## config.mk

```make
export PLATFORM = sky130hd
export DESIGN_NAME = fifo_wr_arbiter_flat
export DESIGN_NICKNAME = d
export VERILOG_FILES = /design/src/rtl/fifo_wr_arbiter_pkg.sv /design/src/rtl/fifo_wr_arbiter_if.sv /design/src/rtl/fifo_wr_arbiter_rr_pick.sv /design/src/rtl/fifo_wr_arbiter.sv /design/src/flat_wrapper.sv
export SDC_FILE = /design/constraint.sdc
export NUM_CORES = 1
export LEC_CHECK = 0
export ABC_AREA = 1
export CORE_ASPECT_RATIO = 0.8
export CORE_MARGIN = 2
export CORE_UTILIZATION = 44
export DETAILED_ROUTE_END_ITERATION = 6
export MAX_ROUTING_LAYER = met4
export PLACE_DENSITY = 0.86
export SYNTH_ARGS = -nofsm -noshare
export SYNTH_HDL_FRONTEND = slang
export SYNTH_HIERARCHICAL = 1
export SYNTH_SLANG_ARGS = --single-unit
```

## constraint.sdc

```tcl
create_clock -name wclk -period 4.6 [get_ports wclk]
set_input_delay 0.92 -clock wclk [delete_from_list [all_inputs] [get_ports wclk]]
set_output_delay 0.92 -clock wclk [all_outputs]
set_load 0.01 [all_outputs]
```

## src/rtl/fifo_wr_arbiter_pkg.sv

```systemverilog
// Shared types and constants for the async-FIFO write-port arbiter.
package fifo_arb_pkg;

  typedef enum logic [0:0] {
    IDLE  = 1'b0,
    GRANT = 1'b1
  } arb_state_e;

  localparam int unsigned DEF_NREQ     = 32'd4;
  localparam int unsigned DEF_DATASIZE = 32'd8;
  localparam int unsigned DEF_MAXBEATS = 32'd16;

  // Index width for n entries; never narrower than one bit.
  function automatic int unsigned idx_w(input int unsigned n);
    return (n <= 32'd2) ? 32'd1 : $clog2(n);
  endfunction

endpackage

```

## src/rtl/fifo_wr_arbiter_if.sv

```systemverilog
// Requester/FIFO-side bundle of the write arbiter; master is the arbiter, slave the environment.
interface fifo_wr_arbiter_if
  import fifo_arb_pkg::*;
#(
  parameter int unsigned NREQ     = DEF_NREQ,
  parameter int unsigned DATASIZE = DEF_DATASIZE
);

  logic [NREQ-1:0]          req_valid;
  logic [NREQ*DATASIZE-1:0] req_data;
  logic [NREQ-1:0]          req_last;
  logic [NREQ-1:0]          req_ready;
  logic                     fifo_wfull;
  logic                     fifo_winc;
  logic [DATASIZE-1:0]      fifo_wdata;
  logic [idx_w(NREQ)-1:0]   grant_id;
  logic                     busy;
  logic                     ovr_err;

  modport master (
    input  req_valid, req_data, req_last, fifo_wfull,
    output req_ready, fifo_winc, fifo_wdata, grant_id, busy, ovr_err
  );

  modport slave (
    output req_valid, req_data, req_last, fifo_wfull,
    input  req_ready, fifo_winc, fifo_wdata, grant_id, busy, ovr_err
  );

endinterface

```

## src/rtl/fifo_wr_arbiter_rr_pick.sv

```systemverilog
// Combinational round-robin picker: first set request at or after i_start, wrapping modulo NREQ.
module rr_pick
  import fifo_arb_pkg::*;
#(
  parameter int unsigned NREQ = DEF_NREQ,
  parameter int unsigned IW   = idx_w(NREQ)
) (
  input  logic [NREQ-1:0] i_req,
  input  logic [IW-1:0]   i_start,
  output logic            o_found,
  output logic [IW-1:0]   o_idx
);

  // Wrap with a modulo so non-power-of-2 NREQ never selects a phantom index.
  always_comb begin
    o_found = 1'b0;
    o_idx   = '0;
    for (int k = 0; k < int'(NREQ); k++) begin
      if (!o_found && i_req[(int'(i_start) + k) % int'(NREQ)]) begin
        o_found = 1'b1;
        o_idx   = IW'((int'(i_start) + k) % int'(NREQ));
      end else begin
        o_found = o_found;
      end
    end
  end

endmodule

```

## src/rtl/fifo_wr_arbiter.sv

```systemverilog
// Round-robin, packet-locked arbiter sharing one async-FIFO write port among NREQ requesters.
// A per-grant beat limit forces release so a requester that never sends last cannot starve others.
module fifo_wr_arbiter
  import fifo_arb_pkg::*;
#(
  parameter int unsigned NREQ     = DEF_NREQ,
  parameter int unsigned DATASIZE = DEF_DATASIZE,
  parameter int unsigned MAXBEATS = DEF_MAXBEATS
) (
  input  logic              wclk,
  input  logic              wrst_n,
  fifo_wr_arbiter_if.master bus
);

  localparam int unsigned IW = idx_w(NREQ);
  localparam int unsigned CW = idx_w(MAXBEATS + 32'd1);

  arb_state_e    r_state;
  arb_state_e    w_next_state;
  logic [IW-1:0] r_rr_ptr;
  logic [IW-1:0] r_grant_id;
  logic [CW-1:0] r_beat_cnt;
  logic          r_ovr_err;
  logic          w_found;
  logic [IW-1:0] w_pick_idx;
  logic          w_accept;
  logic          w_last;
  logic          w_at_limit;
  logic          w_force;
  logic          w_release;
  logic [IW-1:0] w_ptr_next;

  rr_pick #(
    .NREQ (NREQ),
    .IW   (IW)
  ) u_rr_pick (
    .i_req   (bus.req_valid),
    .i_start (r_rr_ptr),
    .o_found (w_found),
    .o_idx   (w_pick_idx)
  );

  // wfull is already registered in wclk, so gating on it adds no loop through winc.
  assign w_accept   = (r_state == GRANT) & bus.req_valid[r_grant_id] & ~bus.fifo_wfull;
  assign w_last     = bus.req_last[r_grant_id];
  assign w_at_limit = (r_beat_cnt == CW'(MAXBEATS - 32'd1));
  assign w_force    = w_accept & ~w_last & w_at_limit;
  assign w_release  = w_accept & (w_last | w_at_limit);
  assign w_ptr_next = (r_grant_id == IW'(NREQ - 32'd1)) ? '0 : r_grant_id + IW'(1);

  // State register; reset drops any in-flight packet straight back to IDLE.
  always_ff @(posedge wclk or negedge wrst_n) begin
    if (!wrst_n) begin
      r_state <= IDLE;
    end else begin
      r_state <= w_next_state;
    end
  end

  // Next-state logic.
  always_comb begin
    w_next_state = r_state;
    case (r_state)
      IDLE:    w_next_state = w_found ? GRANT : IDLE;
      GRANT:   w_next_state = w_release ? IDLE : GRANT;
      default: w_next_state = IDLE;
    endcase
  end

  // Grant bookkeeping: winner index, beat count, round-robin pointer, overrun pulse.
  always_ff @(posedge wclk or negedge wrst_n) begin
    if (!wrst_n) begin
      r_rr_ptr   <= '0;
      r_grant_id <= '0;
      r_beat_cnt <= '0;
      r_ovr_err  <= 1'b0;
    end else begin
      r_ovr_err <= w_force;
      if ((r_state == IDLE) && w_found) begin
        r_grant_id <= w_pick_idx;
        r_beat_cnt <= '0;
      end else if (w_accept) begin
        r_beat_cnt <= r_beat_cnt + CW'(1);
      end else begin
        r_beat_cnt <= r_beat_cnt;
      end
      if (w_release) begin
        r_rr_ptr <= w_ptr_next;
      end else begin
        r_rr_ptr <= r_rr_ptr;
      end
    end
  end

  // Write strobe, ready and data follow registered state and live inputs.
  always_comb begin
    bus.req_ready             = '0;
    bus.req_ready[r_grant_id] = w_accept;
    bus.fifo_winc             = w_accept;
    bus.fifo_wdata            = bus.req_data[int'(r_grant_id) * int'(DATASIZE) +: DATASIZE];
    bus.grant_id              = r_grant_id;
    bus.busy                  = (r_state == GRANT);
    bus.ovr_err               = r_ovr_err;
  end

endmodule

```

## src/flat_wrapper.sv

```systemverilog
// flat-port wrapper written by rule: the top's interface ports become plain ports
module fifo_wr_arbiter_flat import fifo_arb_pkg::*;
#(
  parameter int unsigned NREQ     = DEF_NREQ,
  parameter int unsigned DATASIZE = DEF_DATASIZE,
  parameter int unsigned MAXBEATS = DEF_MAXBEATS
)
  (wclk, wrst_n, bus_req_valid, bus_req_data, bus_req_last, bus_fifo_wfull, bus_req_ready, bus_fifo_winc, bus_fifo_wdata, bus_grant_id, bus_busy, bus_ovr_err);
  fifo_wr_arbiter_if #(.NREQ(NREQ), .DATASIZE(DATASIZE)) bus_i ();
  input  logic wclk;
  input  logic wrst_n;
  input wire logic [$bits(bus_i.req_valid)-1:0] bus_req_valid;
  input wire logic [$bits(bus_i.req_data)-1:0] bus_req_data;
  input wire logic [$bits(bus_i.req_last)-1:0] bus_req_last;
  input wire logic [$bits(bus_i.fifo_wfull)-1:0] bus_fifo_wfull;
  output wire logic [$bits(bus_i.req_ready)-1:0] bus_req_ready;
  output wire logic [$bits(bus_i.fifo_winc)-1:0] bus_fifo_winc;
  output wire logic [$bits(bus_i.fifo_wdata)-1:0] bus_fifo_wdata;
  output wire logic [$bits(bus_i.grant_id)-1:0] bus_grant_id;
  output wire logic [$bits(bus_i.busy)-1:0] bus_busy;
  output wire logic [$bits(bus_i.ovr_err)-1:0] bus_ovr_err;
  assign bus_i.req_valid = bus_req_valid;
  assign bus_i.req_data = bus_req_data;
  assign bus_i.req_last = bus_req_last;
  assign bus_i.fifo_wfull = bus_fifo_wfull;
  assign bus_req_ready = bus_i.req_ready;
  assign bus_fifo_winc = bus_i.fifo_winc;
  assign bus_fifo_wdata = bus_i.fifo_wdata;
  assign bus_grant_id = bus_i.grant_id;
  assign bus_busy = bus_i.busy;
  assign bus_ovr_err = bus_i.ovr_err;
  fifo_wr_arbiter #(.NREQ(NREQ), .DATASIZE(DATASIZE), .MAXBEATS(MAXBEATS)) u_core (.wclk(wclk), .wrst_n(wrst_n), .bus(bus_i));
endmodule
```

==> results of run 1 <==
worst paths after layout:
path | to | depth (start not counted)
worst max register to register | u_core/r_beat_cnt[0] | 6
min in group asynchronous | u_core/r_beat_cnt[3] | 1
worst min register to register | u_core/bus.busy | 2
worst max-delay path | bus_req_ready[2] | 6
worst min-delay path | u_core/bus.busy | 2
max in group asynchronous | u_core/r_beat_cnt[4] | 1
report_power, final:
part           switching [µW]  internal, µW  leakage (µW)
Combinational             388           327      0.000670
Sequential               81.7           127      0.000140
Clock                    29.6          33.5     0.0000150
Total                     499           488      0.000825
cell usage in the layout (no fill, tap or decap):
cell	count
a21oi_1	3
and3_1	1
clkbuf_1	1
clkbuf_4	3
clkdlybuf4s50_1	59
dfrtp_1	11
ha_1	6
inv_1	14
inv_2	4
nand2_1	41
nand2_2	14
nand2_4	3
nand3_1	13
nand3_2	7
nand3b_1	1
nand4_1	1
nor2_1	26
nor2_2	2
nor2_4	1
o21ai_0	17
o21ai_1	4
o22ai_1	8
xnor2_1	1
xor2_1	1
state kept, by name (all words and copies together), names as in the netlist:
register	flops
u_core/bus.grant_id	2
u_core/bus.ovr_err	1
u_core/bus.busy	1
u_core/r_beat_cnt	5
u_core/r_rr_ptr	2
cell type report:
| type | instances | area [µm²] |
|---|---|---|
| sequential | 11 | 275.3 |
| tap | 38 | 47.55 |
| fill | 262 | 879.6 |
| multi-input combinational | 150 | 814.5 |
| clock buffer | 4 | 26.28 |
| timing repair buffer | 59 | 590.6 |
| inverter | 18 | 67.56 |
layer usage:
layer  global-route usage  routed length (µm)  part of all wire
met1               0.2725                1465              0.45
met2               0.4184                1645              0.50
met3              0.04846                 170             0.052
met4              0.02963                   4            0.0012
met5                    -                   0                 0
through the flow:
| step | area [µm²] | power (µW) | setup slack [ns] |
|---|---|---|---|
| 2_1_floorplan | 1220 | 691.8 | 2.181 |
| 3_3_place_gp | 1795 | 918.0 | 1.119 |
| 4_1_cts | 1822 | 995.6 | 1.056 |
| 6_report | 1822 | 987.4 | 1.064 |
| 3_5_place_dp | 1795 | 927.4 | 1.066 |
| 5_1_grt | 1822 | 1099 | 0.9202 |
worst max-delay path, cell delays in order:
cell and delay, ns:
clkdlybuf4s50_1 0.50, nand2_1 0.08, nand3_2 0.14, nand3_2 0.24
nor2_1 0.17, clkdlybuf4s50_1 0.55
cell families (layout without fill, tap and decap cells):
kind of cell,Yosys count,count (layout),share of synthesized area
compound gates,32,32,0.1395
xor+xnor,2,2,0.01436
fa+ha+maj,6,6,0.06154
buf+inv,26,81,0.1067
flops,11,11,0.2256
simple gates,110,110,0.4523
==> results.py, run 1 <==
metrics = {
    "status": {
        "outcome": "completed",
    },
    "worst_setup_path": {
        "critPathLaunchType": "primary input",
        "crit_fanout": 14,
        "required_ns": 3.68,
        "critPathKind": "primary input to output port",
        "critPathLaunch": "bus_req_valid[3]",
        "worstPathArrival_ns": 2.62,
        "ff2ff_setup_slack_ns": 2.64,
        "cp-end-kind": "output port",
        "reg2reg_from": "u_core/bus.grant_id[0]",
    },
    "logic_synthesis": {
        "synth_seq_cells": 11,
        "yosysWarnings": 6,
        "synthTopCellsByCount": "41 x nand2_1, 26 x nor2_1, 17 x o21ai_0, 14 x inv_1, 14 x nand2_2",
        "synth_top_cell_area_share": 0.2256,
        "synth_ff_type": "dfrtp_1",
        "ys_types": 25,
        "async_flop_share": 1.000,
        "syn_inst": 187,
        "synth_area_leaders": "dfrtp_1 23%, nand2_1 13%, nor2_1 8.0%",
        "ys_seq_area_frac": 0.2256,
        "synth.most_common_cell": "nand2_1",
        "syn_area_um2": 1220,
        "syn-num-nets": 236,
        "synth_area_leader_cell": "dfrtp_1",
        "synth_area_per_cell_um2": 6.524,
        "synth-edff-count": 0,
    },
    "die": {
        "io_pins": 60,
        "die_area_um2": 3212,
        "die-width_um": 62.87,
        "core_area_um2": 2701,
        "rows": 17,
        "start_util": 0.4516,
        "die_h_um": 51.10,
    },
    "clock_tree": {
        "cts_buffers": 3,
        "post_cts.repair.setup_buffers": 0,
        "cts_resized": 0,
        "ctsHoldBuffers": 0,
        "cts_tree": "yes",
        "cts_sinks": 11,
        "cts-root-buf": "clkbuf_4",
        "cts_max_path_buffers": 2,
        "clk_latency_ns": 0.26,
        "cts.clk_slew.worst_paths_ns": 0.07,
        "htreeDepth": 1,
    },
    "detailed_routing": {
        "final_antenna_net_count": 0,
        "routed_wl_um": 3285,
        "vias": 1346,
        "firstDrtPassIters": 4,
        "drt-wirelength-per-cell_um": 11.73,
        "first_iter_violations": 56,
        "drc_errors": 0,
        "drt-vias-per-instance": 4.807,
    },
    "global_route": {
        "grt_pass1_wl_um": 5830,
        "grt_use_total": 0.2305,
        "antenna_found_initial": 0,
        "first_global_vias": 1368,
        "grt_max_degree": 26,
        "overflow": 0,
    },
    "placed_design": {
        "dp_hpwl_um": 2626,
        "dpl.cell_count": 276,
        "place_congestion": 0.9313,
        "port_buffers": 59,
    },
    "sta": {
        "maxSlewHeadroom": 0.5244,
        "worstMarginPinSlew_ns": 0.7134,
        "setup-violations-final": 0,
        "finalCritPeriodShare": 0.7686,
        "rsz0062_at_grt": "no",
        "drv_slew": 0,
        "whs_ns": 0.4999,
        "fin_setup_tns_ns": 0,
        "fmax_mhz": 282.8,
        "period_minus_slack_ns": 3.536,
        "fin_worst_skew_ns": 0.004759,
        "hold_violations": 0,
    },
    "finish": {
        "drive_gt1_frac": 0.1405,
        "fin_cells": 280,
        "n_antenna_cell": 0,
        "final_core_util": 0.6744,
        "final_nets": 292,
        "area.growth.synth_to_final_pct": 49.33,
    },
    "power_and_ir_drop": {
        "p_per_area_nw_per_um2": 542.0,
        "p_leak_uw": 0.0008246,
        "vdd_drop_max_mv": 0.2813,
    },
    "min_path": {
        "hp-start": "u_core/bus.busy",
        "hold_path.class": "register to register",
    },
    "job": {
        "drv_cap": 0,
    },
}
Power figures use the tool's default switching activity.
==> run 2, diff against run 1 <==
CORE_UTILIZATION = 37   (was 44)
PLACE_DENSITY = 0.77   (was 0.86)
clock period = 3 ns   (was 4.6 ns; I/O delays follow)
==> run 2 against run 1 <==
Compared with the run above: final area grew 3.2%; sequential share of layout area shrank 0.47 points; core utilization shrank 6.9 points; first-iteration DRC count grew 30%; largest cell class unchanged; largest power group unchanged.
==> results.py, run 2 (synthesis gave the netlist of run 1 again) <==
metrics = {
    "placed_design": {
        "place_congestion": 0.9161,
        "port_buffers": 59,
        "dp_hpwl_um": 2620,
        "pre_cts_ws_ns": 0.2701,
    },
    "global_route": {
        "grt_pass1_wl_um": 5437,
        "overflow": 0,
        "grt_use_met1": 0.2557,
        "grt_use_total": 0.1858,
        "grt_max_degree": 24,
        "grt_use_met3": 0.02240,
        "grt.met2_usage": 0.2913,
        "antenna_found_initial": 0,
        "first_global_vias": 1218,
        "top_usage_layer": "met2",
    },
    "power_and_ir_drop": {
        "p_switching_uw": 783.8,
        "internal_power_uw": 828.9,
        "p_per_area_nw_per_um2": 857.6,
        "p_leak_uw": 0.0008561,
        "vdd_drop_max_mv": 0.4511,
        "clkPwrFrac": 0.089,
        "swShare": 0.4860,
        "seqPwrFrac": 0.160,
        "comb_power_share": 0.751,
    },
    "die": {
        "die_h_um": 55.36,
        "start_util": 0.3925,
        "core_area_um2": 3108,
        "die-width_um": 68.20,
        "rows": 18,
        "io_pins": 60,
        "die_area_um2": 3775,
    },
    "detailed_routing": {
        "routed_wl_um": 3278,
        "drt-vias-per-instance": 4.679,
        "final_antenna_net_count": 0,
        "first_iter_violations": 73,
        "drc_errors": 0,
        "firstDrtPassIters": 4,
        "vias": 1343,
        "drt-wirelength-per-cell_um": 11.42,
    },
    "clock_tree": {
        "cts.clk_slew.worst_paths_ns": 0.05,
        "cts-root-buf": "clkbuf_8",
        "cts_tree": "yes",
        "htreeDepth": 1,
        "cts_max_path_buffers": 2,
        "clk_latency_ns": 0.23,
        "cts_resized": 0,
        "cts_buffers": 3,
        "cts_sinks": 11,
        "ctsHoldBuffers": 0,
        "post_cts.repair.setup_buffers": 0,
    },
    "finish": {
        "fillCellCount": 289,
        "n_antenna_cell": 0,
        "multiInputGateArea_um2": 814.5,
        "final_core_util": 0.6051,
        "top_register": "u_core/r_beat_cnt",
        "final_cell_mix": "59 x clkdlybuf4s50_1, 41 x nand2_1, 26 x nor2_1",
        "seq_area_um2": 275.3,
        "largest_reg_flops": 5,
        "final_nets": 297,
        "mostFrequentLayoutCell": "clkdlybuf4s50_1",
        "area.growth.synth_to_final_pct": 54.15,
        "drive_gt1_frac": 0.1579,
    },
    "sta": {
        "rsz0062_at_grt": "no",
        "setup-violations-final": 0,
        "hold_violations": 0,
        "finalCritPeriodShare": 0.9079,
        "fin_setup_tns_ns": 0,
        "fin_worst_skew_ns": 0.001701,
        "worstMarginPinSlew_ns": 0.4770,
        "drv_slew": 0,
        "period_minus_slack_ns": 2.724,
        "fmax_mhz": 367.2,
        "maxSlewHeadroom": 0.6810,
        "fin_ws_ns": 0.2764,
    },
    "worst_setup_path": {
        "crit_family": "buffers and inverters",
        "worstPathArrival_ns": 2.12,
        "critPathKind": "primary input to output port",
        "cp-end-kind": "output port",
        "slowest_delay_ns": 0.54,
        "endpoint": "bus_req_ready[0]",
        "critical_path_buf_inv_count": 2,
        "crit_slowest_cell": "clkdlybuf4s50_1",
        "critPathLaunchType": "primary input",
        "crit_fanout": 6,
        "crit_cells": 6,
        "worstPathCellList": "clkdlybuf4s50_1, nand2_1, nand3_2, nand3_2, nor2_1, clkdlybuf4s50_1",
        "required_ns": 2.40,
        "critPathLaunch": "bus_req_valid[2]",
        "r2r-end": "u_core/r_beat_cnt[2]",
        "r2r_cells": 8,
        "ff2ff_setup_slack_ns": 1.07,
        "reg2reg_from": "u_core/r_rr_ptr[0]",
    },
    "job": {
        "drv_cap": 0,
    },
    "status": {
        "outcome": "completed",
    },
    "min_path": {
        "hold_path.class": "register to register",
    },
}
-- run 2: area by class of cell --
class                      count  area share
timing repair buffer          64      0.3340
sequential                    11      0.1464
clock buffer                   4     0.02395
tap                           40     0.02661
inverter                      18     0.03593
multi-input combinational    150      0.4331
-- run 2: worst min-delay path by stage --
stage,start,endpoint,depth (start not counted)
detailed placement,u_core/bus.busy,u_core/bus.busy,2
floorplan,wrst_n,u_core/bus.busy,0
global placement,u_core/bus.busy,u_core/bus.busy,2
CTS,u_core/bus.busy,u_core/bus.busy,2
finish,u_core/bus.busy,u_core/bus.busy,2
global route,u_core/bus.busy,u_core/bus.busy,2
-- run 2: stage by stage --
| step | std cells | total power (µW) | area [µm²] | hold slack [ns] |
|---|---|---|---|---|
| 6_report | 287 | 1613 | 1881 | 0.4949 |
| 3_3_place_gp | 283 | 1468 | 1836 | 0.4928 |
| 2_1_floorplan | 187 | 1061 | 1220 | 0.3044 |
| 3_5_place_dp | 283 | 1472 | 1836 | 0.4915 |
| 5_1_grt | 287 | 1773 | 1881 | 0.5443 |
| 4_1_cts | 287 | 1624 | 1881 | 0.5039 |
-- run 2: power groups by stage --
stage	Combinational (µW)	Sequential [µW]	Clock [µW]
finish	1210	258	144
CTS	1220	258	150
floorplan	802	259	0
detailed placement	1210	260	0
global placement	1210	259	0
global route	1350	269	158
-- run 2: per-layer routing --
layer,share of wire,up-vias
met5,0,-
met4,0.0058,0
met3,0.029,6
met2,0.46,18
met1,0.51,590
li1,-,729
-- run 2: worst reg2reg max path: stages (launching register included) --
cell and delay, ns:
dfrtp_1 0.62, inv_2 0.19, nand2_4 0.12, nand2_4 0.07, o21ai_1 0.23, nand3b_1 0.14, nand2_1 0.21, nand3_1 0.15
o21ai_0 0.09
